===== src/rtl/seq_det_prog.sv =====
// -----------------------------------------------------------------------------
// seq_det_prog
//   Programmable serial bit-sequence detector with a Moore-style match flag.
//   Each accepted bit is shifted into a history register. A hit is flagged when
//   the newest `len` bits equal the low `len` bits of the programmed pattern.
//   The pattern, length and overlap mode can be reloaded at run time.
//
// Parameters
//   MAX_LEN  maximum pattern length in bits (>= 2)
//   CNT_W    width of the saturating match counter
//   RST_PAT  pattern after reset (low RST_LEN bits used)
//   RST_LEN  pattern length after reset
//   RST_OVL  overlap mode after reset (1 = overlapping)
//
// Ports
//   clk        in   rising-edge clock
//   rst        in   asynchronous active-low reset
//   signal     in   serial data bit
//   in_valid   in   signal is sampled only when 1
//   cfg_load   in   load cfg_* this cycle (takes priority over in_valid)
//   cfg_pat    in   pattern; bit[len-1] is the first bit received, bit[0] the last
//   cfg_len    in   pattern length (0 disables detection, > MAX_LEN is clamped)
//   cfg_ovl    in   1 = overlapping matches, 0 = non-overlapping
//   out        out  match flag, held until the next accepted bit
//   match_pls  out  one-cycle pulse per detection
//   match_cnt  out  saturating detection count
//   busy_cfg   out  1 from a config load until the first accepted bit
// -----------------------------------------------------------------------------
module seq_det_prog #(
   parameter int                 MAX_LEN = 8,
   parameter int                 CNT_W   = 8,
   parameter logic [MAX_LEN-1:0] RST_PAT = 8'b0001_1011,
   parameter int                 RST_LEN = 5,
   parameter logic               RST_OVL = 1'b1
) (
   input  logic                           clk,
   input  logic                           rst,
   input  logic                           signal,
   input  logic                           in_valid,
   input  logic                           cfg_load,
   input  logic [MAX_LEN-1:0]             cfg_pat,
   input  logic [$clog2(MAX_LEN+1)-1:0]   cfg_len,
   input  logic                           cfg_ovl,
   output logic                           out,
   output logic                           match_pls,
   output logic [CNT_W-1:0]               match_cnt,
   output logic                           busy_cfg
);

   localparam int               LEN_W     = $clog2(MAX_LEN + 1);
   localparam logic [LEN_W-1:0] MAX_LEN_L = LEN_W'(MAX_LEN);
   localparam logic [LEN_W-1:0] RST_LEN_L = LEN_W'(RST_LEN);

   // configuration registers
   logic [MAX_LEN-1:0] pat_r;
   logic [LEN_W-1:0]   len_r;
   logic               ovl_r;

   // detection state
   logic [MAX_LEN-1:0] hist_r;
   logic [LEN_W-1:0]   fill_r;
   logic               out_r;
   logic               pls_r;
   logic [CNT_W-1:0]   cnt_r;
   logic               busy_r;

   // next-state helpers
   logic [MAX_LEN-1:0] hist_next_s;
   logic [LEN_W-1:0]   fill_next_s;
   logic [MAX_LEN-1:0] mask_s;
   logic               hit_s;
   logic [CNT_W-1:0]   cnt_inc_s;
   logic [LEN_W-1:0]   len_load_s;

   // History shift and saturating fill count for the bit being offered
   always_comb begin
      hist_next_s = {hist_r[MAX_LEN-2:0], signal};
      if (fill_r == MAX_LEN_L) begin
         fill_next_s = fill_r;
      end else begin
         fill_next_s = fill_r + LEN_W'(1);
      end
   end

   // Compare only the newest len bits; len == MAX_LEN shifts every one out of the mask
   always_comb begin
      mask_s = ~({MAX_LEN{1'b1}} << len_r);
      if ((len_r != {LEN_W{1'b0}}) && (fill_next_s >= len_r)) begin
         hit_s = (((hist_next_s ^ pat_r) & mask_s) == {MAX_LEN{1'b0}});
      end else begin
         hit_s = 1'b0;
      end
   end

   // Saturating counter increment and clamping of the loaded length
   always_comb begin
      if (cnt_r == {CNT_W{1'b1}}) begin
         cnt_inc_s = cnt_r;
      end else begin
         cnt_inc_s = cnt_r + CNT_W'(1);
      end
      if (cfg_len > MAX_LEN_L) begin
         len_load_s = MAX_LEN_L;
      end else begin
         len_load_s = cfg_len;
      end
   end

   // Config, history and output registers; a config load discards the offered bit
   always_ff @(posedge clk or negedge rst) begin
      if (!rst) begin
         pat_r  <= RST_PAT;
         len_r  <= RST_LEN_L;
         ovl_r  <= RST_OVL;
         hist_r <= {MAX_LEN{1'b0}};
         fill_r <= {LEN_W{1'b0}};
         out_r  <= 1'b0;
         pls_r  <= 1'b0;
         cnt_r  <= {CNT_W{1'b0}};
         busy_r <= 1'b0;
      end else if (cfg_load) begin
         pat_r  <= cfg_pat;
         len_r  <= len_load_s;
         ovl_r  <= cfg_ovl;
         hist_r <= {MAX_LEN{1'b0}};
         fill_r <= {LEN_W{1'b0}};
         out_r  <= 1'b0;
         pls_r  <= 1'b0;
         busy_r <= 1'b1;
      end else if (in_valid) begin
         hist_r <= hist_next_s;
         // non-overlapping mode demands len fresh bits after every hit
         if (hit_s && !ovl_r) begin
            fill_r <= {LEN_W{1'b0}};
         end else begin
            fill_r <= fill_next_s;
         end
         out_r  <= hit_s;
         pls_r  <= hit_s;
         busy_r <= 1'b0;
         if (hit_s) begin
            cnt_r <= cnt_inc_s;
         end else begin
            cnt_r <= cnt_r;
         end
      end else begin
         // idle cycle: Moore flag holds, pulse drops
         pls_r <= 1'b0;
      end
   end

   assign out       = out_r;
   assign match_pls = pls_r;
   assign match_cnt = cnt_r;
   assign busy_cfg  = busy_r;

endmodule


===== config.mk =====
export PLATFORM = sky130hd
export DESIGN_NAME = seq_det_prog
export DESIGN_NICKNAME = d
export VERILOG_FILES = /design/src/rtl/seq_det_prog.sv
export SDC_FILE = /design/constraint.sdc
export NUM_CORES = 1
export LEC_CHECK = 0
export ABC_CLOCK_PERIOD_IN_PS = 2700
export BUFFER_PORTS_ARGS = -buffer_cell sky130_fd_sc_hd__buf_2
export CORE_AREA = 2 2 63 65
export CTS_BUF_LIST = sky130_fd_sc_hd__clkbuf_4
export DETAILED_ROUTE_END_ITERATION = 10
export DIE_AREA = 0 0 65 67
export PLACE_DENSITY_LB_ADDON = 0.1
export SLEW_MARGIN = 5
export SYNTH_ARGS = -nofsm -noshare
export SYNTH_HDL_FRONTEND = slang
export SYNTH_SLANG_ARGS = --single-unit

===== constraint.sdc =====
create_clock -name clk -period 2.7 [get_ports clk]
set_input_delay 0.405 -clock clk [delete_from_list [all_inputs] [get_ports clk]]
set_output_delay 0.405 -clock clk [all_outputs]
set_load 0.01 [all_outputs]

# == Word level (Yosys, flattened, before mapping) ==
# Index checks and enable logic that the tools add are counted.
# word_totals
regBits,35
latch_bits,0
ramBits,0
romBits,0
input_bits,18
out_inout_bits,11
mem_count,0
# op_classes
add_sub_neg,2
n_mul,0
div_mod_pow,0
magnitude_cmp,2
eq_ne,2
n_shift,1
n_mux,14
bitwise_logic,5
n_reduce_logical,7
# op_table
cell,count
two-way mux 4 bit,5
two-way mux 7 bit,2
"adder 8 x 1 -> 8 bit, second input constant",1
AND 8 bit,1
"== test 8 bit, second input constant",1
zero test 8 bit,1
inverter 8 bit,1
"left shift 8 x 4 -> 8 bit, first input constant",1
bitwise XOR 8 bit,1
two-way mux 1 bit,7
"adder 4 x 1 -> 4 bit, second input constant",1
"== test 4 bit, second input constant",1
greater-or-equal comparator 4 bit,1
"> comparator 4 bit, second input constant",1
AND reduction 4 bit,1
nonzero test 4 bit,1
logical AND 1 bit,2
inverter 1 bit,2
nonzero test 2 bit,1
zero test 1 bit,1

# == Logic depth before layout (Yosys ltp) ==
# depth
depth_word,9
ltp_mapped,12

# == Least setup slack after synthesis ==
# Ideal clock, no wire load.
# synth_timing
path_type,reg-to-reg
from,reg fill_r[0]
to,reg cnt_r[6] (netlist: match_cnt[6])
setup_time_ns,0.125
arrival_time_ns,2.311
path_slack_ns,0.264
stages_incl_launch_ff,13
n_path_buf,1
period_less_slack_ns,2.436
cell_sequence,dfrtp_1 -> inv_1 -> ha_1 -> nand2_1 -> nor2_1 -> xnor2_1 -> ha_1 -> nand2b_1 -> a2111oi_4 -> nor3_4 -> buf_6 -> nand4_2 -> mux2_4
# synth_between
elab_chain_cells,6
elab_cells_between_ends,7
classes_between,1 x add/sub; 1 x order compare; 1 x eq/ne; 2 x mux; 2 x reduce/logical
# synth_rtl
element,line_no,source
from (decl),61,logic [LEN_W-1:0] fill_r;
from (signal assigned),116,fill_r <= {LEN_W{1'b0}};
from (signal assigned),126,fill_r <= {LEN_W{1'b0}};
from (signal assigned),134,fill_r <= {LEN_W{1'b0}};
adder 4 x 1 -> 4 bit / == test 4 bit (equally long branches),"81, 78",
two-way mux 4 bit (*),78,if (fill_r == MAX_LEN_L) begin
greater-or-equal comparator 4 bit (*),88,if ((len_r != {LEN_W{1'b0}}) && (fill_next_s >= len_r)) begin
logical AND 1 bit (*),88,
two-way mux 1 bit (*),88,
AND reduction 4 bit (no source line) (*),n/a,
to (signal assigned),119,cnt_r <= {CNT_W{1'b0}};
to (signal assigned),142,cnt_r <= cnt_inc_s;
to (signal assigned),144,cnt_r <= cnt_r;
to (decl),64,logic [CNT_W-1:0] cnt_r;
# Mark *: on every way between the ends. The rest lies on a longest branch, timed or not.
# A chain may end at the register's enable or synchronous reset.

# == Final worst setup path ==
# layout_timing
from,reg fill_r[0]
to,reg cnt_r[1] (netlist: match_cnt[1])
# Same word-level chain as after synthesis.

==> flow_summary.json <==
{
  "status": "complete, no violations",
  "dieHeight_um": 67,
  "ys_types": 39,
  "worst-setup-path-type": "register to register",
  "dr.pass1.iters": 4,
  "row_count": 22,
  "io-pin-count": 29,
  "area_growth_pct": 15.0,
  "cts_buffer_depth": 2,
  "crit_required_ps": 2930,
  "num_vias": 1305,
  "achievable-frequency_mhz": 398,
  "drt_iter0_markers": 50,
  "clock_latency_ps": 340,
  "synth-simple-area-share_pct": 13.4,
  "path_clk_slew_ps": 110,
  "die-width_um": 65,
  "cts_root_buf": "clkbuf_4",
  "synth.avg_cell_area_um2": 11.2,
  "start_util_pct": 50.2,
  "grt_pass1_wl_um": 5610,
  "synth_top_family_by_area": "simple AND/OR/NAND/NOR gates",
  "grt_max_degree": 36,
  "hold_class": "input pin to asynchronous set/reset pin",
  "synthArstFlopShare_pct": 100,
  "power.density_nw_per_um2": 519,
  "setup-tns-final_ps": 0,
  "yosys.area_share.adder_pct": 4.84,
  "grt_pass1_vias": 1312,
  "cts_sinks": 35,
  "crit_arrival_ps": 2750,
  "dieArea_um2": 4360,
  "post_drt_wl_per_cell_um": 13.7,
  "synth.most_common_cell": "dfrtp_1",
  "synthTopCellsByCount": "28 x dfrtp_1, 15 x xnor2_1, 12 x nor2_1",
  "preCtsSetupSlack_ps": 116,
  "dpl_cell_area_um2": 1980,
  "path_max_fanout": 9,
  "yosysSeqAreaShare_pct": 48.9,
  "synth_mux_area_share_pct": 11.7,
  "cts_buffers": 5,
  "synth_warnings": 0,
  "finalCritPeriodShare_pct": 93.2,
  "synth_top_cell_by_area": "dfrtp_1",
  "synth_ff_type": "dfrtp_1",
  "route.detailed.drc": 0,
  "design_area_um2": 2080,
  "fin_util_pct": 57.7,
  "ctsHoldBuffers": 0,
  "leakagePower_nw": 0.984,
  "rsz0062_at_grt": "no",
  "holdWs_ps": 125,
  "gpl.final_weighted_congestion": 0.811,
  "final_nets": 220,
  "cp-start-kind": "register",
  "finalHoldViolations": 0,
  "synthTopCellsByArea": "dfrtp_1 39%, dfstp_2 10%, xnor2_1 7.3%",
  "synth_edf_count": 0,
  "setup_violations": 0,
  "drt_wl_total_um": 3340,
  "syn_inst": 161,
  "fin_ws_ps": 185,
  "core_area_um2": 3610,
  "antenna_cells": 0,
  "synthXorXnorAreaFrac_pct": 7.75,
  "synth_top_area_share_pct": 38.7,
  "timing.final.crit_period_ps": 2520,
  "ys_seq_elements": 35,
  "avgViaCountPerCell": 5.35,
  "max-cap-violations": 0,
  "cts_tree": "built",
  "port_buffers": 28,
  "tightest_slew_ps": 763,
  "relSlewSlack_pct": 49.1,
  "skew_ps": 14.4,
  "drive_above_1_share_pct": 33.2,
  "grt_overflow_total": 0,
  "drv_slew": 0,
  "ir_drop_uv": 264,
  "ant_nets": 0,
  "synth_compound_area_share_pct": 9.89,
  "grt_antenna_before_repair": 0,
  "critPathCaptureType": "register",
  "synth_nets": 186,
  "dp_hpwl_um": 2420,
  "syn-cell-area_um2": 1810,
  "grtUsageTotal_pct": 17.2,
  "cts-htree-levels": 2
}
state kept, by name (all words and copies together), names as in the netlist:
name       flops
len_r          4
hist_r         7
ovl_r          1
match_cnt      8
match_pls      1
busy_cfg       1
out            1
fill_r         4
pat_r          8
cell usage in the layout (no fill, tap or decap), types with 2 or more instances in the layout:
cell type | synthesis | layout
mux2_2 | 8 | 8
nor2_2 | 1 | 2
dfrtp_1 | 28 | 28
nor2_1 | 12 | 11
mux2_4 | 2 | 2
o21ai_1 | 3 | 3
a22o_1 | 3 | 3
buf_2 | 0 | 28
clkbuf_4 | 0 | 7
dfstp_2 | 7 | 7
o21ai_0 | 5 | 5
buf_4 | 1 | 5
nand4_1 | 4 | 4
nand2b_1 | 3 | 3
xnor2_1 | 15 | 14
o22ai_1 | 2 | 2
a31oi_1 | 2 | 2
nand2_1 | 8 | 8
nand3b_1 | 3 | 3
inv_1 | 8 | 7
a21oi_1 | 4 | 4
ha_1 | 7 | 7
and3_1 | 2 | 2
nand3_1 | 6 | 6
mux2i_1 | 8 | 8
final cells by class:
type	count	area, um2
multi-input combinational	112	871
tap	48	60.1
clock buffer	7	52.6
clock inverter	1	5.00
fill	302	1530
inverter	8	30.0
sequential	35	885
timing repair buffer	33	178
worst max-delay path: stages (launching register included):
cell and delay (ps):
dfrtp_1 410, inv_2 70, ha_1 200, nand2_1 90
nand2_1 60, mux2i_1 220, ha_1 280, o21a_1 160
o22ai_1 110, nor3_4 300, nand3_1 180, mux2_1 340
kinds of logic after synthesis:
kind of cell / count (synthesis)
compound gates: 25
mux: 19
fa+ha+maj: 7
xor+xnor: 16
flops: 35
simple gates: 45
buf+inv: 14
through the flow:
stage          cells  total power [mW]
2_1_floorplan    161             0.731
3_3_place_gp     232             0.780
3_5_place_dp     232             0.787
4_1_cts          240              1.08
5_1_grt          244              1.14
6_report         244              1.08
what timing repair did:
action,in CTS,in global routing
buffers inserted,0,4
gates resized for setup,0,3
endpoints found under the hold margin,0,0
endpoints found under the setup margin,0,5
report_power, final:
| group | switching (mW) | internal [mW] | leakage, nW |
|---|---|---|---|
| clock | 0.172 | 0.122 | 0.0361 |
| combinational | 0.0964 | 0.0962 | 0.501 |
| sequential | 0.0317 | 0.563 | 0.446 |
| total | 0.300 | 0.781 | 0.984 |
final timing paths:
path / cells after the start / slack [ps] / end / startpoint
worst max-delay path: 11 / 180 / match_cnt[1]$_DFFE_PN0P_ / fill_r[0]$_DFFE_PN0P_
worst min-delay path: 1 / 120 / match_cnt[5]$_DFFE_PN0P_ / rst
worst max register to register: 11 / 180 / match_cnt[1]$_DFFE_PN0P_ / fill_r[0]$_DFFE_PN0P_
worst min register to register: 1 / 490 / busy_cfg$_DFFE_PN0P_ / busy_cfg$_DFFE_PN0P_
max in group asynchronous: 1 / 2080 / pat_r[5]$_DFFE_PN0P_ / rst
min in group clk: 3 / 280 / ovl_r$_DFFE_PN1P_ / cfg_ovl
layer usage:
layer / GRT usage [%] / part of all wire [%]
met5: 0 / 0
met3: 5.57 / 4.4
met2: 29.5 / 51
met4: 7.45 / 2.3
met1: 19.7 / 43
Note: power is estimated with default switching activity, not from simulation.
